[config.mk]
export PLATFORM = sky130hd
export DESIGN_NAME = instr_fetch_ctrl
export DESIGN_NICKNAME = d
export VERILOG_FILES = /design/src/rtl/fetch_pkg.sv /design/src/rtl/fetch_skid_buf.sv /design/src/rtl/instr_fetch_ctrl.sv
export SDC_FILE = /design/constraint.sdc
export NUM_CORES = 1
export LEC_CHECK = 0
export CORE_ASPECT_RATIO = 0.75
export CORE_MARGIN = 1.5
export CORE_UTILIZATION = 52
export DETAILED_ROUTE_END_ITERATION = 12
export GPL_ROUTABILITY_DRIVEN = 1
export HOLD_SLACK_MARGIN = 0.02
export PLACE_DENSITY = 0.86
export SYNTH_ARGS = -nofsm -noshare
export SYNTH_HDL_FRONTEND = slang
export SYNTH_SLANG_ARGS = --single-unit
[constraint.sdc]
create_clock -name clk -period 2.88 [get_ports clk]
set_input_delay 0.288 -clock clk [delete_from_list [all_inputs] [get_ports clk]]
set_output_delay 0.288 -clock clk [all_outputs]
set_load 0.01 [all_outputs]
[src/rtl/fetch_pkg.sv]
// fetch_pkg: shared definitions for the instruction fetch sequencer.
//   OPC_HALT         opcode that stops fetching once decode accepts it
//   OPC_MSB/OPC_LSB  opcode field bounds inside the instruction word
//   fetch_state_t    sequencer states
package fetch_pkg;

  localparam logic [5:0] OPC_HALT = 6'b111111;
  localparam int         OPC_MSB  = 31;
  localparam int         OPC_LSB  = 26;

  typedef enum logic [1:0] {
    IDLE,
    RUN,
    HALTED
  } fetch_state_t;

endpackage

[src/rtl/fetch_skid_buf.sv]
// fetch_skid_buf: 2-entry FIFO that absorbs the memory read latency.
// Ports:
//   clk, rst_n     clock, async active-low reset
//   i_push/i_push_data  write an entry
//   i_pop          remove the head entry
//   i_flush        empty the FIFO (wins over push and pop)
//   o_empty, o_count, o_head  status and head entry
module fetch_skid_buf #(
  parameter int W = 37
) (
  input  logic         clk,
  input  logic         rst_n,
  input  logic         i_push,
  input  logic [W-1:0] i_push_data,
  input  logic         i_pop,
  input  logic         i_flush,
  output logic         o_empty,
  output logic [1:0]   o_count,
  output logic [W-1:0] o_head
);

  logic [W-1:0] r_ent0;
  logic [W-1:0] r_ent1;
  logic         r_rd_ptr;
  logic         r_wr_ptr;
  logic [1:0]   r_count;
  logic         w_pop;
  logic         w_push;

  assign w_pop  = i_pop && (r_count != 2'd0);
  // A push into a full FIFO is only legal when the head leaves the same cycle.
  assign w_push = i_push && ((r_count != 2'd2) || w_pop);

  always_ff @(posedge clk or negedge rst_n) begin
    if (!rst_n) begin
      r_ent0   <= '0;
      r_ent1   <= '0;
      r_rd_ptr <= 1'b0;
      r_wr_ptr <= 1'b0;
      r_count  <= 2'd0;
    end else if (i_flush) begin
      r_rd_ptr <= 1'b0;
      r_wr_ptr <= 1'b0;
      r_count  <= 2'd0;
    end else begin
      if (w_push) begin
        if (r_wr_ptr) r_ent1 <= i_push_data;
        else          r_ent0 <= i_push_data;
        r_wr_ptr <= ~r_wr_ptr;
      end
      if (w_pop) r_rd_ptr <= ~r_rd_ptr;
      case ({w_push, w_pop})
        2'b10:   r_count <= r_count + 2'd1;
        2'b01:   r_count <= r_count - 2'd1;
        default: r_count <= r_count;
      endcase
    end
  end

  assign o_empty = (r_count == 2'd0);
  assign o_count = r_count;
  assign o_head  = r_rd_ptr ? r_ent1 : r_ent0;

endmodule

[src/rtl/instr_fetch_ctrl.sv]
// instr_fetch_ctrl: fetch sequencer in front of a synchronous-read
// instruction memory. Owns the PC, hides the one-cycle read latency with a
// skid buffer and hands words to decode over valid/ready.
// Ports:
//   clk, rst_n          clock, async active-low reset
//   i_start             level; IDLE/HALTED -> RUN
//   i_redirect_valid/i_redirect_pc  load new PC and flush
//   o_mem_addr          memory address (the PC)
//   i_mem_rdata         memory data, one cycle after the address
//   o_instr_valid/o_instr/o_instr_pc/i_instr_ready  decode handshake
//   o_running           state is RUN
//
// state  | meaning
// IDLE   | after reset, no fetching until start
// RUN    | fetching and delivering instructions
// HALTED | halt word accepted, waiting for start
module instr_fetch_ctrl
  import fetch_pkg::*;
#(
  parameter int            AW       = 5,
  parameter int            DW       = 32,
  parameter logic [AW-1:0] RESET_PC = '0
) (
  input  logic          clk,
  input  logic          rst_n,
  input  logic          i_start,
  input  logic          i_redirect_valid,
  input  logic [AW-1:0] i_redirect_pc,
  output logic [AW-1:0] o_mem_addr,
  input  logic [DW-1:0] i_mem_rdata,
  output logic          o_instr_valid,
  output logic [DW-1:0] o_instr,
  output logic [AW-1:0] o_instr_pc,
  input  logic          i_instr_ready,
  output logic          o_running
);

  fetch_state_t     r_state;
  fetch_state_t     w_state_nxt;
  logic [AW-1:0]    r_pc;
  logic [AW-1:0]    r_inflight_pc;
  logic             r_inflight;
  logic             w_empty;
  logic [1:0]       w_count;
  logic [DW+AW-1:0] w_head;
  logic [DW-1:0]    w_head_instr;
  logic [AW-1:0]    w_head_pc;
  logic             w_pop;
  logic             w_halt_acc;
  logic             w_flush;
  logic             w_issue;
  logic [2:0]       w_occupancy;
  logic [2:0]       w_limit;

  assign w_head_instr = w_head[DW+AW-1:AW];
  assign w_head_pc    = w_head[AW-1:0];

  assign w_pop      = !w_empty && i_instr_ready;
  assign w_halt_acc = w_pop && (r_state == RUN) &&
                      (w_head_instr[OPC_MSB:OPC_LSB] == OPC_HALT);
  assign w_flush    = i_redirect_valid || w_halt_acc;

  // count + inflight - pop < 2, rearranged to stay non-negative.
  assign w_occupancy = {1'b0, w_count} + {2'b00, r_inflight};
  assign w_limit     = 3'd2 + {2'b00, w_pop};
  assign w_issue     = (r_state == RUN) && !w_flush && (w_occupancy < w_limit);

  always_ff @(posedge clk or negedge rst_n) begin
    if (!rst_n) r_state <= IDLE;
    else        r_state <= w_state_nxt;
  end

  // A redirect never changes state, even when it meets start or a halt word.
  always_comb begin
    w_state_nxt = r_state;
    unique case (r_state)
      IDLE, HALTED: if (i_start && !i_redirect_valid) w_state_nxt = RUN;
      RUN:          if (w_halt_acc && !i_redirect_valid) w_state_nxt = HALTED;
      default:      w_state_nxt = IDLE;
    endcase
  end

  // On halt the PC rewinds to just past the halt word, discarding any
  // addresses already issued behind it, so a later start resumes there.
  always_ff @(posedge clk or negedge rst_n) begin
    if (!rst_n) begin
      r_pc          <= RESET_PC;
      r_inflight    <= 1'b0;
      r_inflight_pc <= '0;
    end else begin
      if (i_redirect_valid) r_pc <= i_redirect_pc;
      else if (w_halt_acc)  r_pc <= w_head_pc + AW'(1);
      else if (w_issue)     r_pc <= r_pc + AW'(1);
      r_inflight <= w_issue;
      if (w_issue) r_inflight_pc <= r_pc;
    end
  end

  fetch_skid_buf #(
    .W (DW + AW)
  ) u_skid (
    .clk         (clk),
    .rst_n       (rst_n),
    .i_push      (r_inflight && !w_flush),
    .i_push_data ({i_mem_rdata, r_inflight_pc}),
    .i_pop       (w_pop),
    .i_flush     (w_flush),
    .o_empty     (w_empty),
    .o_count     (w_count),
    .o_head      (w_head)
  );

  assign o_mem_addr    = r_pc;
  assign o_instr_valid = !w_empty;
  assign o_instr       = w_head_instr;
  assign o_instr_pc    = w_head_pc;
  assign o_running     = (r_state == RUN);

endmodule

==> results.tsv <==
stage	metric	value	unit
status	outcome	completed	
timing	crit share post-route	93.22	%
clock_network	CTS tree	done	
critical_path	critical path arrival	2.40	ns
grt	total gr overflow	0	
clock_network	H-Tree Depth	3	
detailed_routing	DRT Pass-1 Iters	4	
clock_network	CTS Buf Count	9	
detailed_routing	post-route ant nets	0	
cells_and_area	Ant. Diodes	0	
grt	gr usage total	21.39	%
hold_path	Min-Delay Path Class	input pin to asynchronous set/reset pin	
timing	setup TNS	0	ns
critical_path	Setup crit start kind	flop	
synthesis	cell accounting for the most synthesized area	dfrtp_1	
detailed_routing	Initial DRC Count	103	
synthesis	Avg Inst Size Synth	14.29	µm²
timing	clock skew	0.007028	ns
floorplanning	Core Box Area	8023	µm²
timing	fin crit period	2.685	ns
timing	setup violators final	0	
floorplanning	Rows	28	
detailed_routing	DRC Markers	0	
clock_network	Clock Pin Slew Worst Setup and Hold Paths	0.09	ns
clock_network	setup repair bufs after CTS	0	
power	leakage power	2.317	nW
floorplanning	DIE HEIGHT	82.29	µm
clock_network	CTS root buf	clkbuf_8	
timing	worst slew pin tran	0.6128	ns
timing	Hold Fails Final Rpt	0	
clock_network	CTS resizes	0	
cells_and_area	NumNets Final	443	
detailed_routing	Vias/cell	5.421	
cells_and_area	fill count	570	
cells_and_area	share of layout cells above drive strength 1	36.72	%
synthesis	synth warn	0	
critical_path	crit path capture type	primary output	
timing	RSZ-0062 raised after global routing	false	
power	Max VDD drop	548.1	µV
synthesis	synth unique cells	42	
place	IO Port Bufs	85	
detailed_routing	DR WL/cell	17.22	µm
power	Design Power	5.833	mW
floorplanning	Die Wd	108.7	µm
timing	Slew Limit Fails	0	
floorplanning	initial core utilization	54.34	%
cells_and_area	most frequent cells in the layout	dfrtp_1 (90), mux2_2 (84), clkdlybuf4s50_1 (84), mux2_4 (30), clkbuf_8 (12)	
place	DP HPWL	6.016	mm
place	GP Congestion	0.8718	
synthesis	Syn Std Cell Area	4359	µm²
timing	Slew headroom	59.15	%
synthesis	post-synth top area share	52.24	%
cells_and_area	Layout area overhead	27.24	%
clock_network	CTS sink cnt	91	
critical_path	Worst EP required	2.59	ns
job	max_cap viols	0	
detailed_routing	final WL	8.747	mm
clock_network	worst-skew pair later-pin latency	0.36	ns
grt	first-pass GRT wire length	14.37	mm
synthesis	Post-Syn Instances	305	
grt	number of global-route vias before repair	2901	
critical_path	worst setup path class	flop to primary output	
synthesis	syn_nets	350	
floorplanning	Die Footprint	8947	µm²
synthesis	#FFs+latches synth	91	
cells_and_area	most common cell after layout, fill and taps aside	dfrtp_1	
grt	antenna violations before repair	0	
grt	largest net degree at the start of global routing	51	
critical_path	Crit Path Max Fanout	18	
clock_network	Clock Path Buffers	2	
cells_and_area	Finished Core Util	69.14	%
detailed_routing	detailed-route via count	2754	
clock_network	hold buffer count at CTS	1	
synthesis	sequential area share after synthesis	52.24	%
floorplanning	Ports	86	
power	Pwr Density	1052	nW/µm²
synthesis	Synth area leaders	dfrtp_1 (52%), mux2_2 (22%), mux2_4 (10%), buf_6 (1.8%), a211oi_1 (0.86%)	
timing	FMAX	0.3725	GHz
[sequential cells by signal (all words and copies together), names as in the netlist]
name and flops:
u_skid.r_ent0 37, u_skid.r_ent1 37, o_mem_addr 5, r_inflight_pc 5
r_state 2, u_skid.o_count 2, r_inflight 1, u_skid.r_rd_ptr 1
u_skid.r_wr_ptr 1
[cells by family (layout without fill, tap and decap cells)]
| kind of cell | count (synthesis) | count (layout) | synth area share (%) |
|---|---|---|---|
| and+or+nand+nor | 40 | 40 | 5.052 |
| DFF | 91 | 91 | 52.24 |
| AOI/OAI and AO/OA | 27 | 27 | 4.420 |
| muxes | 119 | 119 | 33.24 |
| adders and majority gates | 3 | 3 | 0.8612 |
| xor gates and xnor gates | 7 | 7 | 1.406 |
| buffers and inverters | 18 | 116 | 2.784 |
[cell type report]
class | instances | area, µm² | share of cell area (%)
timing repair buffer | 95 | 938.4 | 16.92
multi-input combinational | 196 | 1967 | 35.46
clock inverter | 4 | 47.55 | 0.8572
sequential | 91 | 2278 | 41.08
tap | 105 | 131.4 | 2.369
clock buffer | 12 | 165.2 | 2.978
inverter | 5 | 18.77 | 0.3384
[power by group]
group,internal [mW],switching [mW]
logic,1.68,0.961
registers,1.90,0.397
clock network,0.469,0.427
total,4.05,1.79
[worst max-delay path, stage by stage, from the launching register on]
cell	delay (ns)
dfrtp_2	0.50
buf_4	0.29
buf_4	0.31
mux2_2	0.43
clkdlybuf4s50_1	0.49
[final timing paths]
kind	cells past startpoint	slack, ns	startpoint	endpoint
worst min register to register	1	0.49	u_skid.r_ent0[4]$_DFFE_PN0P_	u_skid.r_ent0[4]$_DFFE_PN0P_
worst min-delay path	2	0.48	rst_n	u_skid.r_ent1[30]$_DFFE_PN0P_
worst max register to register	9	0.43	u_skid.r_rd_ptr$_DFFE_PN0P_	o_mem_addr[4]$_DFFE_PN0P_
worst max-delay path	4	0.20	u_skid.r_rd_ptr$_DFFE_PN0P_	o_instr_pc[2]
min in group clk	1	0.49	u_skid.r_ent0[4]$_DFFE_PN0P_	u_skid.r_ent0[4]$_DFFE_PN0P_
max in group asynchronous	3	1.59	rst_n	u_skid.r_ent1[5]$_DFFE_PN0P_
[cell usage after synthesis, drive strengths merged]
master  instances
a211oi          5
nor4b           1
nand3           7
ha              3
dfrtp          91
a31o            1
nor2            7
a221oi          1
nor4            2
nor3            2
a31oi           2
nand4           1
nor2b           1
o22ai           2
or2             1
and3            1
nand2          10
and2            1
nand2b          5
a21boi          1
o21ai           3
a21o            2
o41ai           1
buf            11
nand3b          1
a211o           1
inv             5
mux2i           3
xnor2           3
mux2          116
clkbuf          2
o31ai           2
xor2            4
a21oi           6
[layer usage]
layer / global-route usage [%] / vias to the layer above / routed length, µm
met5: 0 / - / 0
li1: - / 1284 / -
met4: 6.316 / 0 / 85
met3: 8.085 / 9 / 626
met2: 34.84 / 78 / 4149
met1: 26.78 / 1383 / 3885
[metrics by stage]
| step | cell area [µm²] | hold WS [ns] | cells | worst slack [ns] |
|---|---|---|---|---|
| floorplan | 4359 | -0.007591 | 305 | 0.6697 |
| global placement | 5324 | 0.3272 | 491 | 0.2930 |
| detailed placement | 5324 | 0.3389 | 491 | 0.2375 |
| CTS | 5547 | 0.4883 | 508 | 0.1602 |
| global route | 5547 | 0.5197 | 508 | 0.08018 |
| finish | 5547 | 0.4765 | 508 | 0.1953 |
Note: power is estimated with default switching activity, not from simulation.
